[src/rtl/ap_prof_pkg.sv]
// ap_prof_pkg: shared record type, FSM states and saturating increment for the handshake profiler
package ap_prof_pkg;
  localparam int PROF_W = 32;
  typedef struct packed {
    logic [PROF_W-1:0] idx;
    logic [PROF_W-1:0] start_ts;
    logic [PROF_W-1:0] latency;
    logic [PROF_W-1:0] interval;
  } prof_rec_t;
  typedef enum logic [1:0] {RUN, DRAIN, DONE} prof_state_e;
  function automatic logic [PROF_W-1:0] sat_inc(input logic [PROF_W-1:0] v);
    return &v ? v : v + 1'b1;
  endfunction
endpackage

[src/rtl/ap_prof_fifo.sv]
// ap_prof_fifo: synchronous first-word-fall-through FIFO; push while full is taken only alongside a pop
module ap_prof_fifo #(
  parameter int WIDTH = 8,
  parameter int DEPTH = 4
) (
  input  logic             clock,
  input  logic             reset,
  input  logic             push,
  input  logic             pop,
  input  logic [WIDTH-1:0] din,
  output logic [WIDTH-1:0] dout,
  output logic             full,
  output logic             empty
);
  localparam int AW = DEPTH > 1 ? $clog2(DEPTH) : 1;
  localparam int CW = $clog2(DEPTH + 1);
  logic [WIDTH-1:0] mem [DEPTH];
  logic [AW-1:0] wr, rd;
  logic [CW-1:0] cnt;
  logic do_push, do_pop;
  function automatic logic [AW-1:0] nxt(input logic [AW-1:0] p);
    return p == AW'(DEPTH - 1) ? '0 : p + 1'b1;
  endfunction
  assign empty   = cnt == '0;
  assign full    = cnt == CW'(DEPTH);
  assign do_pop  = pop && !empty;
  assign do_push = push && (!full || do_pop);
  // Empty output reads as zero so stale entries never leak after reset
  assign dout    = empty ? '0 : mem[rd];
  always_ff @(posedge clock or posedge reset) begin
    if (reset) begin
      wr  <= '0;
      rd  <= '0;
      cnt <= '0;
    end else begin
      if (do_push) wr <= nxt(wr);
      if (do_pop) rd <= nxt(rd);
      cnt <= cnt + CW'(do_push) - CW'(do_pop);
    end
  end
  always_ff @(posedge clock) if (do_push) mem[wr] <= din;
endmodule

[src/rtl/ap_handshake_profiler.sv]
// ap_handshake_profiler: pairs ap_ctrl_hs starts with completions, emits timestamped records and busy/stall counters
module ap_handshake_profiler
  import ap_prof_pkg::*;
#(
  parameter int CNT_W      = PROF_W,
  parameter int INFL_DEPTH = 4,
  parameter int REC_DEPTH  = 8
) (
  input  logic             clock,
  input  logic             reset,
  input  logic             finish,
  input  logic             ap_start,
  input  logic             ap_ready,
  input  logic             ap_done,
  input  logic             ap_continue,
  output logic             rec_valid,
  input  logic             rec_ready,
  output logic [CNT_W-1:0] rec_idx,
  output logic [CNT_W-1:0] rec_start_ts,
  output logic [CNT_W-1:0] rec_latency,
  output logic [CNT_W-1:0] rec_interval,
  output logic [CNT_W-1:0] txn_count,
  output logic [CNT_W-1:0] busy_cycles,
  output logic [CNT_W-1:0] stall_cycles,
  output logic             overflow,
  output logic             inflight_err,
  output logic             done_flush
);
  prof_state_e state, state_nxt;
  logic [CNT_W-1:0] ts, last_ts, intv_now, start_ts, start_intv;
  logic [2*CNT_W-1:0] sq_out;
  logic have_prev, run, acc, cmp, bypass, sq_full, sq_empty, rf_full, rf_empty, rec_push, rf_pop;
  prof_rec_t rec_in, rec_out;
  assign run      = state == RUN;
  assign acc      = run && ap_start && ap_ready;
  assign cmp      = run && ap_done && ap_continue;
  // A completion on an empty queue can only pair with the start accepted in the same cycle
  assign bypass   = acc && cmp && sq_empty;
  assign intv_now = have_prev ? ts - last_ts : '0;
  assign {start_ts, start_intv} = bypass ? {ts, intv_now} : sq_out;
  assign rec_push = cmp && (acc || !sq_empty);
  assign rec_in   = '{idx: txn_count, start_ts: start_ts, latency: ts - start_ts, interval: start_intv};
  assign rec_valid = !rf_empty;
  assign rf_pop   = rec_valid && rec_ready;
  assign {rec_idx, rec_start_ts, rec_latency, rec_interval} = rec_out;
  assign done_flush = state == DONE;
  ap_prof_fifo #(.WIDTH(2*CNT_W), .DEPTH(INFL_DEPTH)) u_start_q (
    .clock(clock), .reset(reset), .push(acc && !bypass), .pop(cmp && !sq_empty),
    .din({ts, intv_now}), .dout(sq_out), .full(sq_full), .empty(sq_empty)
  );
  ap_prof_fifo #(.WIDTH($bits(prof_rec_t)), .DEPTH(REC_DEPTH)) u_rec_q (
    .clock(clock), .reset(reset), .push(rec_push), .pop(rf_pop),
    .din(rec_in), .dout(rec_out), .full(rf_full), .empty(rf_empty)
  );
  always_comb begin
    state_nxt = (run && finish) ? DRAIN : (state == DRAIN && rf_empty) ? DONE : state;
  end
  always_ff @(posedge clock or posedge reset) begin
    if (reset) begin
      state        <= RUN;
      ts           <= '0;
      last_ts      <= '0;
      have_prev    <= 1'b0;
      txn_count    <= '0;
      busy_cycles  <= '0;
      stall_cycles <= '0;
      overflow     <= 1'b0;
      inflight_err <= 1'b0;
    end else begin
      state <= state_nxt;
      if (run) ts <= sat_inc(ts);
      if (run && (!sq_empty || ap_start)) busy_cycles <= sat_inc(busy_cycles);
      if (run && ap_done && !ap_continue) stall_cycles <= sat_inc(stall_cycles);
      if (acc) begin
        last_ts   <= ts;
        have_prev <= 1'b1;
      end
      if (rec_push) txn_count <= sat_inc(txn_count);
      if ((acc && sq_full && !cmp) || (cmp && sq_empty && !acc)) inflight_err <= 1'b1;
      if (rec_push && rf_full && !rf_pop) overflow <= 1'b1;
    end
  end
endmodule

[config.mk]
export PLATFORM = sky130hd
export DESIGN_NAME = ap_handshake_profiler
export DESIGN_NICKNAME = d
export VERILOG_FILES = /design/src/rtl/ap_prof_pkg.sv /design/src/rtl/ap_prof_fifo.sv /design/src/rtl/ap_handshake_profiler.sv
export SDC_FILE = /design/constraint.sdc
export NUM_CORES = 2
export LEC_CHECK = 0
export BUFFER_PORTS_ARGS = -buffer_cell sky130_fd_sc_hd__buf_2
export CAP_MARGIN = 40
export CORE_MARGIN = 10
export CORE_UTILIZATION = 64
export CTS_BUF_LIST = sky130_fd_sc_hd__clkbuf_4 sky130_fd_sc_hd__clkbuf_8
export DETAILED_ROUTE_END_ITERATION = 8
export PLACE_DENSITY = 0.93
export SLEW_MARGIN = 5
export SYNTH_ARGS = -nofsm -noshare
export SYNTH_HDL_FRONTEND = slang
export SYNTH_SLANG_ARGS = --single-unit
[constraint.sdc]
create_clock -name clock -period 18.9 [get_ports clock]
set_input_delay 2.835 -clock clock [delete_from_list [all_inputs] [get_ports clock]]
set_output_delay 2.835 -clock clock [all_outputs]
set_load 0.005 [all_outputs]
==> flow_metrics.tcl <==
set metrics [dict create \
    fin_cells 5252 \
    syn_area_per_cell_um2 17.5 \
    antenna_found_initial 6 \
    critPathMaxStageDelay_ns 0.84 \
    clkSinkCount 1462 \
    clock_latency_ns 0.91 \
    critPathMaxFanout 70 \
    dpl.cell_count 4849 \
    rows 112 \
    crit_path_top_delay_cell "o21ai_0" \
    finalMaxSlewViolations 0 \
    port_buffers 235 \
    synth_top_area_share_pct 63.3 \
    syn_inst 3470 \
    synth.distinct_cells 82 \
    maxCapViolCount 0 \
    yosys.area.top_type "edfxtp_1" \
    period_needed_ns 7.72 \
    ys_top_cells_by_area "edfxtp_1, mux4_2, dfrtp_1, mux2i_1, xnor2_1" \
    syn_nets 3564 \
    fin_crit_sh_pct 40.8 \
    status "finished with violations" \
    post_synth_mux_area_share_pct 14.1 \
    crit_arrival_ns 8.33 \
    cts_buffers 213 \
    setup_viol 0 \
    core-area_mm2 0.0937 \
    power.density_mw_per_mm2 151 \
    path_cells "buf_2 > and4bb_2 > buf_4 > nand3_1 > o21ai_0 > ha_1 > inv_1 > fa_1 > a211o_1 > a2111oi_4 > o22ai_2 > o2111a_1 > a221o_1 > a41oi_2 > o211ai_1 > a21oi_1 > xnor2_1" \
    synth_fa_ha_area_share_pct 1.82 \
    fin_skew_ns 0.0672 \
    routabilityCongestion 0.867 \
    crit_family "compound AO/OA/AOI/OAI gates" \
    synth_top_family_by_area "multiplexers" \
    tightest_slew_ns 1.03 \
    yosys.area_share.simple_pct 5.15 \
    grt_overflow 0 \
    die_y_um 328 \
    syn_to_final_growth_pct 12.2 \
    synthArstFlopShare_pct 12.4 \
    detail_route.iter0.violations 5915 \
    dr.pass1.iters 9 \
    die-area_mm2 0.108 \
    synthXorXnorAreaFrac_pct 2.52 \
    grt_max_degree 116 \
    finalHoldViolCount 0 \
    ant_nets 0 \
    power_leakage_nw 24.6 \
    start_util_pct 64.8 \
    crit_type "in2reg" \
    drt-total-wl_um 165000 \
    dp_hpwl_um 91100 \
    ir_worst_vdd_mv 0.0903 \
    clk_pin_slew_ns 0.06 \
    critPathRequiredTime_ns 19.51 \
    synth_warnings 0 \
    cts_htree_levels 4 \
    clockBufferDepth 3 \
    relSlewSlack_pct 30.8 \
    pin_count 236 \
    synth_flop_cell "edfxtp_1" \
    final_layout_size_suffix_gt1_share_pct 26.1 \
    chipWidth_um 328 \
    rsz0062_at_grt "no" \
    grt_first_pass_wirelength_um 245000 \
    gr-usage-all-layers_pct 30.5 \
    wl_per_cell_um 31.5 \
    synth_edf_count 1280 \
    hold_path_class "reg2reg" \
    synth_compound_area_share_pct 3.60 \
    nNetsFinal 3908 \
    endpoint_kind "flop" \
    critPathBufInv 3 \
    syn_area_mm2 0.0607 \
    startpoint_type "input port" \
    cts_tree "built" \
    clock.fmax_ghz 0.130 \
    cts_resized 0 \
    violations "DRC" \
    ys_seq_area_share_pct 70.8 \
    tns_ns 0 \
    drc 2 \
    num_vias 36800 \
    root_buffer "clkbuf_8" \
    vias_per_cell 7.00 \
    yosys_register_bits 1462 \
    cts_setup_buffers 0 \
    grt_pass1_vias 37700 \
    hold_buffers 0 \
]
-- registers in the layout, indices dropped and copies added, names as in the netlist, 3 cells and up --
signal / cells
busy_cycles: 32
last_ts: 32
stall_cycles: 32
ts: 32
txn_count: 32
u_rec_q.cnt: 4
u_rec_q.mem: 1024
u_rec_q.rd: 3
u_rec_q.wr: 3
u_start_q.cnt: 3
u_start_q.mem: 256
-- final timing paths --
kind / slack, ns / start / to / depth (start not counted)
setup / recovery: 11.18 / ap_start / u_rec_q.mem[3][60] / 17
hold / removal: 0.48 / busy_cycles[15] / busy_cycles[15] / 1
setup reg to reg: 12.62 / state[0] / u_rec_q.mem[3][60] / 16
hold reg to reg: 0.48 / busy_cycles[15] / busy_cycles[15] / 1
max in group asynchronous: 15.64 / reset / u_rec_q.rd[0] / 4
min in group asynchronous: 2.11 / reset / stall_cycles[14] / 2
-- cell usage in the layout, fill, tap and decap left out, types with 38 or more instances in the layout --
cell type / count
mux2i_1: 158
nor2_1: 225
buf_2: 238
inv_1: 105
clkbuf_8: 229
clkbuf_4: 91
o21a_1: 40
xnor2_1: 121
nand2_1: 173
a21o_1: 38
o21ai_0: 58
xor2_1: 52
mux2_2: 38
mux4_2: 291
ha_1: 82
edfxtp_1: 1280
nand3_1: 50
clkinv_1: 47
dfrtp_1: 177
buf_4: 48
a21oi_1: 82
-- worst register-to-register path, delay by kind of cell, from the launching register on --
kind | cells | cell delay [ns]
AOI/OAI and AO/OA | 9 | 3.08
DFF | 1 | 0.47
xor gates and xnor gates | 1 | 0.33
and+or+nand+nor | 2 | 0.72
adders and majority gates | 2 | 0.77
buffers and inverters | 2 | 0.65
-- logic make-up (layout without fill, tap and decap cells) --
family	count (synthesis)	after routing
AO/OA/AOI/OAI	320	320
XOR/XNOR	174	174
adder cells (fa/ha/maj)	86	86
buffers and inverters	291	817
flip-flops	1462	1462
multiplexers	487	487
other	0	2
AND/OR/NAND/NOR	650	650
-- cell type report --
| class | count | area [µm²] |
|---|---|---|
| flip-flops and latches | 1462 | 43000 |
| fillers | 4605 | 25600 |
| multi-input cells | 1717 | 16600 |
| clock buffers | 319 | 3830 |
| repair buffers | 313 | 2220 |
| well taps | 1254 | 1570 |
| clock inverters | 78 | 527 |
| inverters | 107 | 409 |
| diodes | 2 | 5.00 |
-- routing by layer --
layer	up-vias	share of wire [%]	global-route usage (%)	routed length, µm
li1	14200	-	-	-
met1	18000	32	36.1	52300
met2	3630	49	50.0	81700
met3	924	12	7.61	19600
met4	4	7.1	19.0	11800
met5	-	0.016	0	27
-- metrics by stage --
step	instance area [µm²]	worst slack, ns	hold slack (ns)	total power (W)	utilization, %
finish	68200	11.18	0.484	0.0103	72.7
global route	68100	11.02	0.503	0.0106	72.7
CTS	68100	10.83	0.484	0.0102	72.6
detailed placement	63700	10.74	0.473	0.00747	68.0
global placement	63100	11.21	0.446	0.00717	67.3
floorplan	60700	2.35	0.451	0.00626	-
-- Yosys cell counts, types with 40 or more instances --
cell type,n
mux2i_1,158
clkbuf_1,90
buf_1,56
nand2_1,173
edfxtp_1,1280
a21oi_1,82
dfrtp_1,182
xor2_1,52
o21a_1,40
xnor2_1,121
nand3_1,50
mux4_2,291
ha_1,82
nor2_1,228
o21ai_0,58
inv_1,106
-- where the power goes --
group	leakage (nW)	switching (W)	total, W	internal (W)
Combinational	8.40	0.00211	0.00344	0.00133
Clock	2.32	0.00124	0.00261	0.00137
Sequential	13.9	0.000175	0.00421	0.00404
Total	24.6	0.00352	0.0103	0.00673
No activity file was read; power rests on OpenSTA's default activity.
